[src/rtl/decoder_pkg.sv]
// Shared constants for the Thumb/ARM fetch aligner.
// BL halfword patterns, halfword width and the aligner FSM states.
package decoder_pkg;

  localparam int HW_W = 16;

  localparam logic [4:0] BL_PREFIX = 5'b11110;
  localparam logic [4:0] BL_SUFFIX = 5'b11111;

  typedef enum logic {
    ST_STREAM,
    ST_SKIP_LO
  } state_e;

endpackage

[src/rtl/hw_ring.sv]
// Circular halfword ring: 2-wide write (or upper-only), 2-wide read.
// Pointers carry a wrap bit so count = wptr - rptr covers full/empty.
module hw_ring
  import decoder_pkg::*;
#(
  parameter int DEPTH_HW = 8
) (
  input  logic                        clk,
  input  logic                        rst,
  input  logic                        clr,
  input  logic                        wr_en,
  input  logic                        wr_hi_only,
  input  logic [31:0]                 wr_data,
  input  logic                        rd_en,
  input  logic                        rd_two,
  output logic [$clog2(DEPTH_HW):0]   count,
  output logic [HW_W-1:0]             rd_lo,
  output logic [HW_W-1:0]             rd_hi
);

  localparam int AW = $clog2(DEPTH_HW);

  logic [HW_W-1:0] mem [DEPTH_HW];
  logic [AW:0]     wptr;
  logic [AW:0]     rptr;
  logic [AW-1:0]   wa0;
  logic [AW-1:0]   wa1;
  logic [AW-1:0]   ra0;
  logic [AW-1:0]   ra1;

  assign wa0 = wptr[AW-1:0];
  assign wa1 = wa0 + AW'(1);
  assign ra0 = rptr[AW-1:0];
  assign ra1 = ra0 + AW'(1);

  // Upper-only write lands at wptr, lower halfword is dropped.
  always_ff @(posedge clk) begin
    if (wr_en) begin
      if (wr_hi_only) begin
        mem[wa0] <= wr_data[31:16];
      end else begin
        mem[wa0] <= wr_data[15:0];
        mem[wa1] <= wr_data[31:16];
      end
    end
  end

  always_ff @(posedge clk) begin
    if (rst || clr) begin
      wptr <= '0;
      rptr <= '0;
    end else begin
      if (wr_en)
        wptr <= wptr + (wr_hi_only ? (AW+1)'(1) : (AW+1)'(2));
      if (rd_en)
        rptr <= rptr + (rd_two ? (AW+1)'(2) : (AW+1)'(1));
    end
  end

  assign count = wptr - rptr;
  assign rd_lo = mem[ra0];
  assign rd_hi = mem[ra1];

endmodule

[src/rtl/thumb_fetch_align.sv]
// Fetch aligner: splits fetched words into ARM words or Thumb halfwords.
// Define THUMB_BL_FUSE_EN to fuse Thumb BL prefix/suffix pairs.
module thumb_fetch_align
  import decoder_pkg::*;
#(
  parameter int DEPTH_HW = 8
) (
  input  logic        clk,
  input  logic        rst,
  input  logic        flush,
  input  logic        flush_addr1,
  input  logic        thumb,
  input  logic        in_valid,
  output logic        in_ready,
  input  logic [31:0] in_word,
  output logic        out_valid,
  input  logic        out_ready,
  output logic [31:0] out_code,
  output logic        out_len32,
  output logic        out_bl_pair
);

  localparam int AW = $clog2(DEPTH_HW);
  localparam logic [AW:0] ONE = (AW+1)'(1);
  localparam logic [AW:0] TWO = (AW+1)'(2);
  localparam logic [AW:0] CAP = (AW+1)'(DEPTH_HW);

  state_e          state;
  logic [AW:0]     count;
  logic [AW:0]     free;
  logic [HW_W-1:0] head;
  logic [HW_W-1:0] next;
  logic            skip;
  logic            push;
  logic            pop;
  logic            pop_two;
  logic            fuse_pair;
  logic            pre_stall;

  hw_ring #(.DEPTH_HW(DEPTH_HW)) u_ring (
    .clk        (clk),
    .rst        (rst),
    .clr        (flush),
    .wr_en      (push),
    .wr_hi_only (skip),
    .wr_data    (in_word),
    .rd_en      (pop),
    .rd_two     (pop_two),
    .count      (count),
    .rd_lo      (head),
    .rd_hi      (next)
  );

  assign skip     = (state == ST_SKIP_LO);
  assign free     = CAP - count;
  assign in_ready = !flush && (skip ? (free >= ONE) : (free >= TWO));
  assign push     = in_valid && in_ready;
  assign pop      = out_valid && out_ready && !flush;

`ifdef THUMB_BL_FUSE_EN
  assign fuse_pair = thumb && (head[15:11] == BL_PREFIX) &&
                     (count >= TWO) && (next[15:11] == BL_SUFFIX);
  // A lone prefix waits for its partner before anything is emitted.
  assign pre_stall = thumb && (head[15:11] == BL_PREFIX) &&
                     (count == ONE);
`else
  assign fuse_pair = 1'b0;
  assign pre_stall = 1'b0;
`endif

  always_comb begin
    out_valid   = 1'b0;
    out_code    = '0;
    out_len32   = 1'b0;
    out_bl_pair = 1'b0;
    pop_two     = 1'b0;
    unique case (1'b1)
      !thumb: begin
        if (count >= TWO) begin
          out_valid = 1'b1;
          out_code  = {next, head};
          out_len32 = 1'b1;
          pop_two   = 1'b1;
        end
      end
      fuse_pair: begin
        out_valid   = 1'b1;
        out_code    = {head, next};
        out_len32   = 1'b1;
        out_bl_pair = 1'b1;
        pop_two     = 1'b1;
      end
      pre_stall: begin
        out_valid = 1'b0;
      end
      default: begin
        if (count != '0) begin
          out_valid = 1'b1;
          out_code  = {16'h0, head};
        end
      end
    endcase
  end

  always_ff @(posedge clk) begin
    if (rst)
      state <= ST_STREAM;
    else if (flush)
      state <= (flush_addr1 && thumb) ? ST_SKIP_LO : ST_STREAM;
    else if (skip && push)
      state <= ST_STREAM;
  end

endmodule

[config.mk]
export PLATFORM = sky130hd
export DESIGN_NAME = thumb_fetch_align
export DESIGN_NICKNAME = d
export VERILOG_FILES = /design/src/rtl/decoder_pkg.sv /design/src/rtl/hw_ring.sv /design/src/rtl/thumb_fetch_align.sv
export SDC_FILE = /design/constraint.sdc
export NUM_CORES = 1
export LEC_CHECK = 0
export BUFFER_PORTS_ARGS = -buffer_cell sky130_fd_sc_hd__buf_2
export CAP_MARGIN = 10
export CORE_UTILIZATION = 55
export DETAILED_ROUTE_END_ITERATION = 7
export PLACE_DENSITY = 0.74
export RECOVER_POWER = 50
export SYNTH_ARGS = -nofsm -noshare
export SYNTH_HDL_FRONTEND = slang
export SYNTH_SLANG_ARGS = --single-unit
[constraint.sdc]
create_clock -name clk -period 7.4 [get_ports clk]
set_clock_uncertainty 0.15 [all_clocks]
set_input_delay 1.85 -clock clk [delete_from_list [all_inputs] [get_ports clk]]
set_output_delay 1.85 -clock clk [all_outputs]
set_load 0.02 [all_outputs]
==> summary.md <==
| Metric | Value |
|---|---|
| Status | `finished, violations left` |
| Failing checks | `max-capacitance violations, max-slew violations` |
| Leading area contributor after synthesis | `edfxtp_1` |
| Top FF cell, synth | `edfxtp_1` |
| Setup repair bufs after CTS | `0` |
| Worst Setup End Kind | `primary output` |
| # hold bufs at CTS | `0` |
| FF-to-FF End | `u_ring.mem[1][6]` |
| Top-area cell type share of the netlist area | `44.16%` |
| Root buffer cell | `clkbuf_16` |
| Post-route ant nets | `0` |
| Delay-heaviest family, CP | `adder cells` |
| Post-DP HPWL | `13070 µm` |
| Post-Synthesis Cell Area | `8705 µm²` |
| GRT met1 Usage | `36.76%` |
| Req. time, crit path | `5400 ps` |
| I/O pins | `75` |
| #FFs+latches synth | `140` |
| Total gr overflow | `0` |
| Top cells by area, synth | `edfxtp_1, mux4_2, mux2_2` |
| Register area | `4086 µm²` |
| Vias per inst | `6.372` |
| Post-cts resize count | `0` |
| Vias in the first global route | `5823` |
| Clock Sinks | `140` |
| Worst EP arrival | `4350 ps` |
| Worst reg2reg path startpoint | `u_ring.wptr[0]` |
| # H-tree levels | `4` |
| Worst-Skew Late Latency | `420 ps` |
| Slew Limit Fails | `9` |
| Die span in x | `127.8 µm` |
| TritonRoute pass-1 iters | `5` |
| GPL Wtd Cong | `0.8075` |
| Highest clock rate | `157.5 MHz` |
| Drt total wl | `21410 µm` |
| Initial antenna violation count | `0` |
| Die ar. | `16330 µm²` |
| Peak VDD IR | `0.1605 mV` |
| Initial DRC Count | `452` |
| CORE AREA | `15310 µm²` |
| Hold_sp | `u_ring.wptr[3]` |
| Minimum clock period after layout | `6349 ps` |
| Routed vias | `5582` |
| FF-to-FF setup slack | `2260 ps` |
| GRT Max-Usage Layer | `met2` |
| Die Ht | `127.8 µm` |
| Crit-path slowest cell | `a221oi_2` |
| Longest Clk Path Bufs | `2` |
| Buffers on Ports | `73` |
| Post-layout util | `64.00%` |
| Nets | `707` |
| Drt drc | `0` |
| Share of cells above drive strength 1 | `45.56%` |
| Syn Area/Cell | `14.85 µm²` |
| Pleak | `3.466 nW` |
| Yosys warns | `0` |
| Crit path cell chain | `inv_1 > ha_1 > fa_1 > inv_1 > ha_1 > or3_1 > a221oi_2 > buf_4 > nor2_1 > buf_2` |
| Number of flops mapped to enable cells by yosys | `128` |
| Worst Setup SP | `u_ring.wptr[0]` |
| Clock transition at the registers of the reported paths | `60 ps` |
| Final setup fails | `0` |
| Worst-case reg-to-reg path depth | `10` |
| Area Growth Syn to Fin | `12.59%` |
| FFs w/ async S/R, synth | `0%` |
| Largest net degree at the start of global routing | `36` |
| CP Depth | `10` |
| CP Max Fanout | `18` |
| Post-synthesis instance total | `586` |
| Max Cap Violations | `1` |
| PwrDens | `263.8 nW/µm²` |
| Area of the multi-input gates | `4274 µm²` |
| Critical Path Max Stage Delay | `720 ps` |
| Worst Setup Path Type | `register to primary output` |
| Post-synth net total | `641` |
| Initial Util | `56.84%` |
| Total CTS buffers | `17` |
| Worst setup SP type | `register` |
| Setup_tns | `0 ps` |
| Drt wl/cell | `24.44 µm` |
| Worst slew pin tran | `1622 ps` |
| Row count | `45` |
| Filler Cells Inserted | `1174` |
| Crit path to | `out_code[15]` |
| Yosys cell types | `51` |
| Tcrit/Tclk final | `85.80%` |
| Relative slew slack | `-8.940%` |
| Worst hold path class | `register to register` |
| Ant. Diodes | `0` |
| Register area share after synthesis | `46.92%` |
| First-pass GRT wire length | `32880 µm` |
| RSZ-0062 raised after global routing | `false` |
| CTS tree | `yes` |
| Met3 Track Usage GR | `4.549%` |
| Overall Global Routing Usage | `27.97%` |
| Buf/Inv on CP | `4` |
| Final hold viol count | `0` |
| Met2 Track Usage GR | `46.74%` |
layer usage:
metal / wire length, µm / part of all wire (%)
met4: 449 / 2.1
met1: 8967 / 42
met2: 10800 / 50
met5: 0 / 0
met3: 1200 / 5.6
final cells by class:
class	count	share of cell area, %
Clock buffer	19	4.417
Sequential cell	140	41.70
Inverter	13	0.4979
Multi-Input combinational cell	385	43.61
Clock inverter	13	2.017
Tap cell	211	2.694
Timing Repair Buffer	95	5.068
registers in the layout, indices dropped and copies added, names as in the netlist, named ones only:
name         cells
u_ring.wptr      4
skip             1
u_ring.mem     128
u_ring.rptr      4
report_power, final:
part	total [mW]	internal, mW	switching [mW]	leakage [nW]
Sequential	0.935	0.920	0.0154	1.26
Combinational	0.731	0.315	0.416	1.91
Clock	0.919	0.593	0.326	0.294
Total	2.59	1.83	0.757	3.47
per-stage QoR:
stage               cells  hold WS [ps]  power [mW]  instance area [µm²]  worst slack, ps
finish                876         379.4       2.585                 9801             1051
global route          876         427.7       2.672                 9801            833.6
CTS                   876         366.7       2.602                 9884             1066
detailed placement    844         359.2       1.692                 9254             1534
global placement      844         345.5       1.674                 9254             1704
floorplan             586         312.2       1.489                 8705             2135
placed cells by master, fill, tap and decap left out, types with 4 or more instances in the layout:
cell type / count
buf_2: 73
clkbuf_1: 11
clkbuf_16: 17
or3_1: 5
clkinvlp_4: 4
mux2_4: 20
bufinv_16: 5
mux2_2: 97
edfxtp_1: 128
mux2i_1: 16
nand2_1: 44
ha_1: 13
mux4_2: 64
buf_4: 13
o31ai_1: 4
xnor2_1: 4
a21oi_1: 24
nor2_1: 27
mux2_1: 11
inv_1: 13
nor3_1: 8
xor2_1: 4
dfxtp_1: 10
cells by family (layout without fill, tap and decap cells):
family / count (synthesis) / in the layout / share of synthesized area (%)
AOI/OAI and AO/OA: 48 / 48 / 3.968
muxes: 208 / 208 / 36.25
buffers and inverters: 61 / 140 / 3.694
and+or+nand+nor: 102 / 102 / 5.318
adders and majority gates: 16 / 16 / 2.559
xor gates and xnor gates: 10 / 10 / 1.250
other: 1 / 1 / 0.04308
DFF: 140 / 140 / 46.92
worst register-to-register path, stage by stage (launching register included):
cell and delay, ps:
dfxtp_1 660, inv_1 330, ha_1 300, fa_1 510, inv_1 130, nor3_1 240, xnor3_1 230, o21bai_4 220
nor3_1 1330, buf_4 410, mux2_2 370
synth_stat cells, types with 2 or more instances:
library cell and instances:
and3_1 2, a311o_1 3, clkbuf_1 24, nor4_1 2, buf_2 5, dfxtp_1 12
mux2_4 30, ha_1 13, xnor2_1 4, edfxtp_1 128, mux2_2 98, inv_1 13
nand4_1 2, nand2_1 44, o31ai_1 4, nor3_1 7, buf_1 3, buf_4 9
o211ai_1 3, or3_1 5, a21oi_1 24, mux4_2 64, nand3_1 3, o21ai_0 2
fa_1 3, nand3b_1 2, buf_6 7, mux2i_1 16, xor2_1 4, or4_1 3
nor2_1 27
worst min-delay path by stage:
stage / end / slack, ps / cells past startpoint
floorplan: u_ring.wptr[3] / 310 / 2
global placement: u_ring.wptr[3] / 350 / 2
detailed placement: u_ring.wptr[3] / 360 / 2
CTS: u_ring.wptr[3] / 370 / 2
global route: u_ring.wptr[3] / 430 / 2
finish: u_ring.wptr[3] / 380 / 2
(Power assumes the default switching activity.)
